File: src/rtl/dtree_vote_accum_if.sv
// dtree_vote_accum_if: prediction input and decision output handshakes of the vote accumulator
interface dtree_vote_accum_if #(parameter int CNT_W = 4);
  logic in_valid;
  logic in_ready;
  logic [3:0] in_class;
  logic out_valid;
  logic out_ready;
  logic [3:0] out_class;
  logic [CNT_W-1:0] out_votes;
  logic out_tie;
  logic [CNT_W-1:0] out_invalid;
  modport master (
    output in_valid, in_class, out_ready,
    input in_ready, out_valid, out_class, out_votes, out_tie, out_invalid
  );
  modport slave (
    input in_valid, in_class, out_ready,
    output in_ready, out_valid, out_class, out_votes, out_tie, out_invalid
  );
endinterface

File: src/rtl/dtree_vote_accum.sv
// dtree_vote_accum: tallies a window of tree predictions per class and emits the majority class
module dtree_vote_accum #(
  parameter int NCLASS = 10,
  parameter int WINDOW = 8,
  parameter int CNT_W = 4
) (
  input logic clk,
  input logic rst_n,
  dtree_vote_accum_if.slave bus
);
  if (WINDOW < 1 || WINDOW > 2 ** CNT_W - 1) begin : g_bad_window
    $error("WINDOW must be in 1..2**CNT_W-1");
  end
  if (NCLASS < 2 || NCLASS > 15) begin : g_bad_nclass
    $error("NCLASS must be in 2..15");
  end
  typedef enum logic [1:0] {ACCUM, SCAN, HOLD} state_t;
  state_t state, state_nx;
  logic [CNT_W-1:0] vote [NCLASS];
  logic [CNT_W-1:0] sample, invalid, cur, best_votes, nx_votes;
  logic [3:0] idx, best_class, nx_class;
  logic best_tie, nx_tie, accept, last_in, last_idx, gt, eq, take;
  assign accept = state == ACCUM && bus.in_valid;
  assign take = state == HOLD && bus.out_ready;
  assign last_in = sample == CNT_W'(WINDOW - 1);
  assign last_idx = idx == 4'(NCLASS - 1);
  assign bus.in_ready = state == ACCUM;
  assign bus.out_valid = state == HOLD;
  always_comb begin
    cur = '0;
    for (int k = 0; k < NCLASS; k++) cur = idx == 4'(k) ? vote[k] : cur;
    gt = cur > best_votes;
    eq = cur == best_votes && best_votes != '0;
    nx_class = gt ? idx : best_class;
    nx_votes = gt ? cur : best_votes;
    nx_tie = gt ? 1'b0 : (eq | best_tie);
  end
  always_comb begin
    state_nx = state;
    state_nx = state == ACCUM ? (accept && last_in ? SCAN : ACCUM)
             : state == SCAN ? (last_idx ? HOLD : SCAN)
             : (bus.out_ready ? ACCUM : HOLD);
  end
  always_ff @(posedge clk) state <= !rst_n ? ACCUM : state_nx;
  always_ff @(posedge clk) begin
    if (!rst_n || take) begin
      for (int k = 0; k < NCLASS; k++) vote[k] <= '0;
      sample <= '0;
      invalid <= '0;
    end else if (accept) begin
      for (int k = 0; k < NCLASS; k++)
        if (bus.in_class == 4'(k)) vote[k] <= vote[k] + CNT_W'(1);
      invalid <= invalid + CNT_W'(bus.in_class >= 4'(NCLASS));
      sample <= last_in ? '0 : sample + CNT_W'(1);
    end
  end
  // the running best restarts on every accept so SCAN always begins from (F,0,0)
  always_ff @(posedge clk) begin
    if (!rst_n || accept) begin
      idx <= '0;
      best_class <= 4'hF;
      best_votes <= '0;
      best_tie <= 1'b0;
    end else if (state == SCAN) begin
      idx <= idx + 4'd1;
      best_class <= nx_class;
      best_votes <= nx_votes;
      best_tie <= nx_tie;
    end
  end
  always_ff @(posedge clk) begin
    if (!rst_n) begin
      bus.out_class <= 4'hF;
      bus.out_votes <= '0;
      bus.out_tie <= 1'b0;
      bus.out_invalid <= '0;
    end else if (state == SCAN && last_idx) begin
      bus.out_class <= nx_class;
      bus.out_votes <= nx_votes;
      bus.out_tie <= nx_tie;
      bus.out_invalid <= invalid;
    end
  end
endmodule

File: src/flat_wrapper.sv
// flat-port wrapper written by rule: the top's interface ports become plain ports
module dtree_vote_accum_flat 
#(
  parameter int NCLASS = 10,
  parameter int WINDOW = 8,
  parameter int CNT_W = 4
)
  (clk, rst_n, bus_in_valid, bus_in_class, bus_out_ready, bus_in_ready, bus_out_valid, bus_out_class, bus_out_votes, bus_out_tie, bus_out_invalid);
  dtree_vote_accum_if #(.CNT_W(CNT_W)) bus_i ();
  input logic clk;
  input logic rst_n;
  input wire logic [$bits(bus_i.in_valid)-1:0] bus_in_valid;
  input wire logic [$bits(bus_i.in_class)-1:0] bus_in_class;
  input wire logic [$bits(bus_i.out_ready)-1:0] bus_out_ready;
  output wire logic [$bits(bus_i.in_ready)-1:0] bus_in_ready;
  output wire logic [$bits(bus_i.out_valid)-1:0] bus_out_valid;
  output wire logic [$bits(bus_i.out_class)-1:0] bus_out_class;
  output wire logic [$bits(bus_i.out_votes)-1:0] bus_out_votes;
  output wire logic [$bits(bus_i.out_tie)-1:0] bus_out_tie;
  output wire logic [$bits(bus_i.out_invalid)-1:0] bus_out_invalid;
  assign bus_i.in_valid = bus_in_valid;
  assign bus_i.in_class = bus_in_class;
  assign bus_i.out_ready = bus_out_ready;
  assign bus_in_ready = bus_i.in_ready;
  assign bus_out_valid = bus_i.out_valid;
  assign bus_out_class = bus_i.out_class;
  assign bus_out_votes = bus_i.out_votes;
  assign bus_out_tie = bus_i.out_tie;
  assign bus_out_invalid = bus_i.out_invalid;
  dtree_vote_accum #(.NCLASS(NCLASS), .WINDOW(WINDOW), .CNT_W(CNT_W)) u_core (.clk(clk), .rst_n(rst_n), .bus(bus_i));
endmodule
File: config.mk
export PLATFORM = sky130hd
export DESIGN_NAME = dtree_vote_accum_flat
export DESIGN_NICKNAME = d
export VERILOG_FILES = /design/src/rtl/dtree_vote_accum_if.sv /design/src/rtl/dtree_vote_accum.sv /design/src/flat_wrapper.sv
export SDC_FILE = /design/constraint.sdc
export NUM_CORES = 1
export LEC_CHECK = 0
export CAP_MARGIN = 20
export CORE_UTILIZATION = 54
export DETAILED_ROUTE_END_ITERATION = 7
export GPL_ROUTABILITY_DRIVEN = 1
export GPL_TIMING_DRIVEN = 1
export PLACE_DENSITY_LB_ADDON = 0.15
export SETUP_SLACK_MARGIN = 0.15
export SYNTH_ARGS = -nofsm -noshare
export SYNTH_HDL_FRONTEND = slang
export SYNTH_SLANG_ARGS = --single-unit
File: constraint.sdc
create_clock -name clk -period 2.9 [get_ports clk]
set_input_delay 0.87 -clock clk [delete_from_list [all_inputs] [get_ports clk]]
set_output_delay 0.87 -clock clk [all_outputs]
set_load 0.05 [all_outputs]
==> qor.yml <==
outcome: "finished with violations"
violations: "negative setup slack"
pwr-share-comb_pct: 8.0
pwr-share-clk_pct: 37.1
grt_util_met3_pct: 4.74
netSwitchingPower_mw: 0.538
wl_per_cell_um: 16.5
yosys_warnings: 0
overflow: 0
nFillCells: 519
cts_tree: "yes"
crit_fanout: 6
root_buffer: "clkbuf_8"
dpl.cell_count: 584
p_seq_share_pct: 54.9
worst_slack_ps: -94.7
top_usage_layer: "met2"
leakage_nw: 2.02
vias_per_cell: 5.81
finalHoldViolations: 0
ys_async_sr_fraction_pct: 0
routabilityCongestion: 0.925
startpoint_type: "flip-flop"
wirelength_um: 10100
cellInternalPower_mw: 1.63
max_stage_delay_ps: 360
worst_setup_path_end_kind: "flip-flop"
antenna_found_initial: 0
arrival_ps: 3240
clkLatencyLatePin_ps: 350
areaGrowthSynthToFinish_pct: 27.7
clockBufferDepth: 2
fin_crit_sh_pct: 103
cts_made_buffers: 9
period_needed_ps: 2990
ioPinCount: 23
core_area_um2: 7330
drc: 0
cp_top_family: "compound AO/OA/AOI/OAI gates"
final_util_pct: 72.4
path_buf_inv: 4
synth_seq_area_share_pct: 46.3
h-tree-depth: 3
die_w_um: 89.7
crit_required_ps: 3140
fin_setup_tns_ps: -503
clk_pin_slew_ps: 90
grt_use_met1_pct: 35.6
synthCells: 443
drive_gt1_share_pct: 23.3
drt_first_iter_violations: 335
r2r_start: "u_core.idx[0]$_SDFFE_PP0N_"
port_buffers: 22
finalNonFillerCells: 614
drtAntennaViolNets: 0
fin_area_um2: 5310
grtUsageTotal_pct: 25.6
setup_viol: 15
worstSetupPathType: "reg2reg"
start_util_pct: 56.7
slew_headroom_pct: 61.6
route.vias.total: 3570
die_area_um2: 8050
antenna_cells: 0
grt_pass1_vias: 3329
min_path_type: "reg2reg"
synth_edf_count: 40
die_h_um: 89.7
cts_sinks: 76
dp.final_hpwl_um: 7060
netlist_area_um2: 4160
min_from: "u_core.bus.out_tie$_SDFFE_PN0P_"
place_area_um2: 4750
ir_drop_mv: 0.341
crit_start: "u_core.idx[0]$_SDFFE_PP0N_"
cp_slowest_cell: "dfxtp_4"
drv_cap: 0
placementRows: 31
holdWs_ps: 462
syn_avg_cell_area_um2: 9.38
grt_pass1_wl_um: 16400
cp_cell_sequence: "buf_6, ha_4, buf_6, nand3b_1, a221o_1, a211o_1, nand2_2, ha_4, nor2b_4, o21ai_2, a211oi_2, buf_4, buf_4, a31o_2"
slew_viol_final: 0
rsz0062_at_grt: "yes"
firstDrtPassIters: 6
synth_nets: 472
p_per_area_nw_per_um2: 409
synth-seq-cells: 76
nNetsFinal: 539
yosysUniqueCellTypes: 55
ys.flop_type: "edfxtp_1"
fmax_mhz: 334
tightest_slew_ps: 570
grt_start_max_net_pins: 19
switching_share_pct: 24.8
fin_skew_ps: 11.6
grtUsageMet2_pct: 39.9
tightest hold or removal path: stages (launching register included):
cell and delay, ps:
dfxtp_1 320, nand2_1 50, a21boi_1 50
cell type report:
type | instances | area [µm²] | share of cell area (%)
Sequential cell | 76 | 1930 | 36.3
Inverter | 20 | 78.8 | 1.49
Clock inverter | 4 | 27.5 | 0.519
Clock buffer | 12 | 166 | 3.14
Tap cell | 99 | 124 | 2.33
Timing Repair Buffer | 77 | 699 | 13.2
Multi-Input combinational cell | 326 | 2280 | 43.0
kinds of logic (layout without fill, tap and decap cells):
group	count (synthesis)	count (layout)	synth area share [%]
AOI/OAI and AO/OA	81	81	12.0
adders and majority gates	21	21	6.32
xor gates and xnor gates	26	26	5.48
buffers and inverters	41	113	4.22
and+or+nand+nor	188	188	23.3
DFF	76	76	46.3
muxes	10	10	2.44
metrics by stage:
stage	setup WS (ps)	total power, mW
CTS	26.9	2.15
finish	-94.7	2.17
floorplan	168	1.30
global route	-236	2.24
detailed placement	-51.8	1.36
global placement	-5.71	1.36
flip-flops by register name, summed over array words and instances (netlist names):
signal and cells:
u_core.best_class 4, u_core.best_tie 1, u_core.best_votes 4, u_core.bus.out_class 4, u_core.bus.out_invalid 4, u_core.bus.out_tie 1
u_core.bus.out_votes 4, u_core.idx 4, u_core.invalid 4, u_core.sample 4, u_core.state 2, u_core.vote 40
power by group through the flow:
stage	registers, mW	logic, mW	clock network [mW]
detailed placement	1.21	0.150	0
floorplan	1.20	0.0996	0
global route	1.19	0.190	0.859
CTS	1.19	0.159	0.805
global placement	1.21	0.147	0
finish	1.19	0.173	0.805
worst paths after layout:
kind                                                     endpoint  slack (ps)  cells after the start
worst max register to register  u_core.best_votes[3]$_SDFFE_PP0N_         -90                     14
worst min register to register    u_core.bus.out_tie$_SDFFE_PN0P_         460                      2
worst max-delay path            u_core.best_votes[3]$_SDFFE_PP0N_         -90                     14
worst min-delay path              u_core.bus.out_tie$_SDFFE_PN0P_         460                      2
synthesized netlist by cell type, drive strengths merged (2+ instances only):
library cell,instances,area (µm²)
o22ai,3,18.8
or3,14,103
nand3b,9,71.3
nand4b,2,17.5
and3,3,18.8
dfxtp,36,721
nand3,15,75.1
nand4,4,25.0
edfxtp,40,1200
a211oi,2,15.0
o31ai,2,15.0
ha,21,263
a21boi,7,52.6
xnor2,12,105
a21oi,27,135
mux2i,9,90.1
nor3b,7,52.6
inv,20,75.1
buf,14,73.8
nor3,5,30.0
clkbuf,7,26.3
nand2b,8,50.1
o21ai,24,120
nor2,55,214
nand2,46,183
nor4,2,12.5
nor2b,11,68.8
xor2,14,123
a32o,2,20.0
and2,5,31.3
per-layer routing:
| layer | wire length, µm | up-vias |
|---|---|---|
| li1 | - | 1688 |
| met1 | 4570 | 1720 |
| met2 | 4650 | 141 |
| met3 | 724 | 21 |
| met4 | 206 | 0 |
| met5 | 0 | - |
cells in the final DEF (no fill, tap or decap), drive strengths merged, types with 2 or more instances in the layout:
master / n
nor2: 55
buf: 54
nand2: 46
edfxtp: 40
dfxtp: 36
a21oi: 27
o21ai: 24
clkdlybuf4s50: 21
inv: 21
ha: 21
nand3: 15
xor2: 14
or3: 14
xnor2: 12
clkbuf: 12
nor2b: 11
nand3b: 9
mux2i: 9
nand2b: 8
a21boi: 7
nor3b: 7
and2: 5
nor3: 5
nand4: 4
and3: 3
o22ai: 3
clkinvlp: 2
nand4b: 2
nor4: 2
o31ai: 2
a211oi: 2
a32o: 2
timing repair:
item,CTS,global route
pin swaps,14,22
hold buffers,0,0
resized for setup,24,35
setup endpoints to repair,18,19
cloned,3,0
setup buffers,5,6
Note: power is estimated with default switching activity, not from simulation.
